**src/rtl/direction_queue.sv**
```systemverilog
// direction_queue: buffered per-player turn controller for the snake game.
// Each player channel edge-detects its four direction buttons. It rejects
// reversals and redundant turns, queues accepted turns in a small circular
// FIFO, and commits one queued turn per game step. Channels share only
// clk, rst and step. All outputs come straight from flops.
module direction_queue #(
  parameter int         PLAYERS  = 2,
  parameter int         DEPTH    = 2,
  parameter logic [1:0] INIT_DIR = 2'b10
) (
  input  logic                   clk,
  input  logic                   rst,
  input  logic [4*PLAYERS-1:0]   btn,
  input  logic                   step,
  output logic [2*PLAYERS-1:0]   direction,
  output logic [PLAYERS-1:0]     turned,
  output logic [PLAYERS-1:0]     dropped,
  output logic [PLAYERS-1:0]     full
);

  // Direction encodings; bit0 distinguishes the two members of an axis,
  // so the opposite of d is d ^ 2'b01.
  localparam logic [1:0] DIR_UP    = 2'b00;
  localparam logic [1:0] DIR_DOWN  = 2'b01;
  localparam logic [1:0] DIR_RIGHT = 2'b10;
  localparam logic [1:0] DIR_LEFT  = 2'b11;

  // Pointer width is kept at least 1 so DEPTH=1 still has a legal vector.
  // The count must hold 0..DEPTH inclusive.
  localparam int PW = (DEPTH > 1) ? $clog2(DEPTH) : 1;
  localparam int CW = $clog2(DEPTH + 1);

  localparam logic [PW-1:0] PTR_LAST  = PW'(DEPTH - 1);
  localparam logic [CW-1:0] COUNT_MAX = CW'(DEPTH);

  for (genvar gi = 0; gi < PLAYERS; gi++) begin : g_player

    // Channel state
    logic [3:0]    btn_q_reg;
    logic [1:0]    mem_reg [DEPTH];
    logic [PW-1:0] rd_ptr_reg;
    logic [PW-1:0] wr_ptr_reg;
    logic [CW-1:0] count_reg;
    logic [1:0]    dir_reg;
    logic          turned_reg;
    logic          dropped_reg;
    logic          full_reg;

    // Combinational next-state terms
    logic [3:0]    btn_now;
    logic [3:0]    press;
    logic          req_valid;
    logic [1:0]    req;
    logic [PW-1:0] tail_ptr;
    logic [1:0]    ref_dir;
    logic          queue_full;
    logic          pop;
    logic          reject;
    logic          push;
    logic [PW-1:0] rd_ptr_next;
    logic [PW-1:0] wr_ptr_next;
    logic [CW-1:0] count_next;

    assign btn_now = btn[4*gi +: 4];

    // Rising-edge detect and fixed-priority request select (up > down > right > left).
    // Extra simultaneous presses are discarded without a dropped pulse.
    always_comb begin
      press     = btn_now & ~btn_q_reg;
      req_valid = 1'b0;
      req       = DIR_UP;
      if (press[0]) begin
        req_valid = 1'b1;
        req       = DIR_UP;
      end else if (press[1]) begin
        req_valid = 1'b1;
        req       = DIR_DOWN;
      end else if (press[2]) begin
        req_valid = 1'b1;
        req       = DIR_RIGHT;
      end else if (press[3]) begin
        req_valid = 1'b1;
        req       = DIR_LEFT;
      end
    end

    // Validate the request against the last direction the snake will have
    // taken: the newest queued turn, or the committed direction if the queue is empty.
    always_comb begin
      tail_ptr   = (wr_ptr_reg == '0) ? PTR_LAST : wr_ptr_reg - 1'b1;
      ref_dir    = (count_reg != '0) ? mem_reg[tail_ptr] : dir_reg;
      queue_full = (count_reg == COUNT_MAX);
      pop        = step && (count_reg != '0);
      reject     = req_valid &&
                   ((req == ref_dir) ||
                    (req == (ref_dir ^ 2'b01)) ||
                    (queue_full && !pop));
      push       = req_valid && !reject;
    end

    // Circular pointer and occupancy update; wraps at DEPTH, not at a power of two.
    always_comb begin
      rd_ptr_next = rd_ptr_reg;
      wr_ptr_next = wr_ptr_reg;
      count_next  = count_reg;
      if (pop) begin
        rd_ptr_next = (rd_ptr_reg == PTR_LAST) ? '0 : rd_ptr_reg + 1'b1;
      end
      if (push) begin
        wr_ptr_next = (wr_ptr_reg == PTR_LAST) ? '0 : wr_ptr_reg + 1'b1;
      end
      if (push && !pop) begin
        count_next = count_reg + 1'b1;
      end else if (pop && !push) begin
        count_next = count_reg - 1'b1;
      end
    end

    // Control state and registered outputs; reset wins over btn and step.
    always_ff @(posedge clk) begin
      if (rst) begin
        btn_q_reg   <= '0;
        rd_ptr_reg  <= '0;
        wr_ptr_reg  <= '0;
        count_reg   <= '0;
        dir_reg     <= INIT_DIR;
        turned_reg  <= 1'b0;
        dropped_reg <= 1'b0;
        full_reg    <= 1'b0;
      end else begin
        btn_q_reg   <= btn_now;
        rd_ptr_reg  <= rd_ptr_next;
        wr_ptr_reg  <= wr_ptr_next;
        count_reg   <= count_next;
        if (pop) begin
          dir_reg <= mem_reg[rd_ptr_reg];
        end
        turned_reg  <= pop;
        dropped_reg <= reject;
        full_reg    <= (count_next == COUNT_MAX);
      end
    end

    // Queue storage; contents need no reset because count gates every read.
    always_ff @(posedge clk) begin
      if (!rst && push) begin
        mem_reg[wr_ptr_reg] <= req;
      end
    end

    assign direction[2*gi +: 2] = dir_reg;
    assign turned[gi]           = turned_reg;
    assign dropped[gi]          = dropped_reg;
    assign full[gi]             = full_reg;
  end

endmodule

```
**config.mk**
```make
export PLATFORM = sky130hd
export DESIGN_NAME = direction_queue
export DESIGN_NICKNAME = d
export VERILOG_FILES = /design/src/rtl/direction_queue.sv
export SDC_FILE = /design/constraint.sdc
export NUM_CORES = 1
export LEC_CHECK = 0
export BUFFER_PORTS_ARGS = -buffer_cell sky130_fd_sc_hd__buf_2
export CAP_MARGIN = 40
export CORE_MARGIN = 4
export CORE_UTILIZATION = 40
export CTS_CLUSTER_DIAMETER = 200
export DETAILED_ROUTE_END_ITERATION = 12
export SYNTH_ARGS = -nofsm -noshare
export SYNTH_HDL_FRONTEND = slang
export SYNTH_SLANG_ARGS = --single-unit
```
**constraint.sdc**
```tcl
create_clock -name clk -period 2.7 [get_ports clk]
set_input_delay 0.54 -clock clk [delete_from_list [all_inputs] [get_ports clk]]
set_output_delay 0.54 -clock clk [all_outputs]
set_load 0.01 [all_outputs]
```
==> results by group <==
CTS
  – Clock buffer depth: 2
  – Clock latency on the worst-skew pair: 0.29 ns
  – Clock slew at reported path FFs: 0.07 ns
  – TritonCTS clock tree: built
  – Post_cts resized: 0
  – CTS H-tree lvls: 2
  – CTS Hold Buffers Added: 0
  – Clock root cell: clkbuf_8
  – Setup bufs post-CTS: 0
  – Total CTS buffers: 5
  – CTS Sinks: 34

Floorplan
  – Die Y: 72.4 um
  – Core box area: 4000 um^2
  – Initial Util: 41.5%
  – Die ar.: 5240 um^2
  – Die width: 72.4 um
  – Num rows: 23
  – I/O pin count: 21

Timing
  – Highest clock rate: 450 MHz
  – Pins Over Slew Limit: 0
  – Worst slew margin relative to its limit: 61.2%
  – Setup TNS: 0 ns
  – Period utilisation layout: 82.3%
  – Skew final: 0.00542 ns
  – Final Hold Fails: 0
  – RSZ-0062 raised after global routing: false
  – Final setup vio count: 0
  – Tmin final: 2.22 ns
  – Slew @ Worst Pin: 0.580 ns

Drt
  – Met1 WL: 1400 um
  – Detailed-route vias per instance: 5.24
  – Antenna violation net count after detailed routing: 0
  – Initial drt markers: 88
  – Top Layer Used: met4
  – DR vias: 1231
  – Avg WL per Cell: 13.4 um
  – Drt total wl: 3140 um
  – Initial DRT Pass Iterations: 4
  – Met2 routed WL: 1490 um
  – DRC Markers: 0
  – WL met3: 166 um

Setup path
  – Buffer and inverter count on the worst path: 1
  – Reg2reg end: g_player[0].mem_reg[1][1]
  – R2R cell count: 6
  – CP startpoint: g_player[0].count_reg[0]
  – CP Capture Type: flip-flop
  – Cell family with the largest share of critical-path delay: multiplexers
  – Worst Path Required: 2.65 ns
  – R2R Setup Slk: 0.48 ns
  – R2r startpoint: g_player[0].count_reg[0]
  – Setup crit start kind: flip-flop
  – Number of cells on the critical path: 6
  – Critical Path Fanout Max: 5
  – Slowest-stage cell, CP: mux2i_2
  – Crit-path max cell delay: 0.38 ns
  – Worst setup path end: g_player[0].mem_reg[1][1]
  – Cell Chain, Critical Path: inv_1 -> ha_1 -> mux2i_4 -> mux2i_2 -> nand2_1 -> nor3b_1
  – Worst endpoint data arrival time: 2.17 ns
  – Crit path kind: flip-flop to flip-flop

Power
  – PD cells: 988 nW/um^2
  – Leakage: 0.750 nW
  – Max VDD drop: 0.312 mV

Placement
  – HPWL Detailed: 2310 um
  – Port Buffers: 20
  – Gpl congestion: 0.792
  – Placed instance area: 1760 um^2

Synthesis
  – Mapped Cells: 167
  – Syn Area/Cell: 9.93 um^2
  – Top_reg_cell synth: dfxtp_1
  – Count of flip-flops with a built-in enable after synthesis: 8
  – Synth top area cells: dfxtp_1 (31%), edfxtp_1 (14%), nor2b_1 (5.3%), nor2_1 (4.1%), ha_1 (3.0%)
  – Post-synthesis sequential area ratio: 45.9%
  – Synth top area share: 31.4%
  – Yosys warning count: 0
  – Post-Syn Nets: 182
  – Post-synth cell types: 39
  – Area leader, netlist: dfxtp_1
  – Ys async rst share: 0%
  – Mapped Area: 1660 um^2
  – #FFs+latches synth: 34

Cells and area
  – Most frequent cells in the layout: dfxtp_1 (26), buf_2 (20), nor2_1 (18)
  – Commonest non-fill, non-tap cell in the layout: dfxtp_1
  – Cell area after layout: 1840 um^2
  – Nets: 199
  – Fillers: 384
  – Area Overhead vs Synth: 11.1%
  – Share of layout cells above drive strength 1: 18.4%
  – Antenna diode count: 0

Min path
  – Hold crit path type: primary input to flip-flop

Outcome
  – Status: finished, final reports clean

GRT
  – Vias in the first global route: 1209
  – Total GRT Usage: 13.2%
  – Total global routing overflow: 0
  – Pin count of the biggest net entering global routing: 32
  – First-pass GRT wire length: 5330 um
  – Initial antenna violation count: 0

Flow run
  – Max Cap Viol: 0
==> kinds of logic after synthesis <==
group	after synthesis	share of synthesized area (%)
flops	34	45.9
compound gates	32	15.1
simple gates	59	18.3
xor+xnor	4	2.11
buf+inv	22	6.33
fa+ha+maj	4	3.02
mux	12	9.28
==> synthesized netlist by cell type, types with 4 or more instances <==
library cell and instances:
edfxtp_1 8, nor2_1 18, dfxtp_1 26, nor2b_1 14, inv_1 12, nor3_1 4
buf_4 6, clkbuf_1 4, ha_1 4, o21ai_0 6, nand2_1 6, nand2b_1 7
mux2i_1 5
==> worst register-to-register path: stages, from the launching register on <==
cell and delay (ns):
dfxtp_1 0.34, inv_1 0.12, ha_1 0.26, mux2i_4 0.32, mux2i_2 0.38, nand2_1 0.12
nor3b_1 0.34
==> worst min path at each step <==
| stage | startpoint | to | slack [ns] | cells past startpoint |
|---|---|---|---|---|
| 2_1_floorplan | g_player[0].wr_ptr_reg | g_player[0].wr_ptr_reg | 0.49 | 2 |
| 3_3_place_gp | g_player[1].dir_reg[1] | g_player[1].dir_reg[1] | 0.46 | 1 |
| 3_5_place_dp | g_player[1].dir_reg[1] | g_player[1].dir_reg[1] | 0.47 | 1 |
| 4_1_cts | btn[5] | g_player[1].btn_q_reg[1] | 0.47 | 2 |
| 5_1_grt | btn[1] | g_player[0].btn_q_reg[1] | 0.47 | 2 |
| 6_report | btn[5] | g_player[1].btn_q_reg[1] | 0.48 | 2 |
==> routing by layer <==
layer  vias to the layer above  GRT usage, %
met1                       581          15.2
met3                         8          4.71
met2                        28          21.6
li1                        614             -
met5                         -             0
met4                         0          6.97
==> power breakdown <==
part | switching, W | total (W) | leakage, nW | internal, W
clock | 0.000180 | 0.000357 | 0.0426 | 0.000177
sequential | 0.0000814 | 0.000724 | 0.290 | 0.000642
combinational | 0.000400 | 0.000740 | 0.418 | 0.000340
==> area by class of cell <==
class                           count  area, um^2  area share [%]
Multi-Input combinational cell    111         793            43.0
Sequential cell                    34         761            41.3
Timing Repair Buffer               20         100            5.43
Clock buffer                        6        72.6            3.94
Tap cell                           50        62.6            3.39
Inverter                           12        45.0            2.44
Clock inverter                      2        8.76           0.475
==> through the flow <==
stage | instances | hold slack [ns] | total power (W) | worst slack (ns) | utilization (%)
after floorplan | 167 | 0.495 | 0.00133 | 0.727 | -
after global placement | 227 | 0.461 | 0.00143 | 0.592 | 44.0
after detailed placement | 227 | 0.467 | 0.00147 | 0.476 | 44.0
after CTS | 235 | 0.471 | 0.00183 | 0.465 | 46.1
after global routing | 235 | 0.470 | 0.00196 | 0.326 | 46.1
final | 235 | 0.479 | 0.00182 | 0.478 | 46.1
Power figures use the tool's default switching activity.
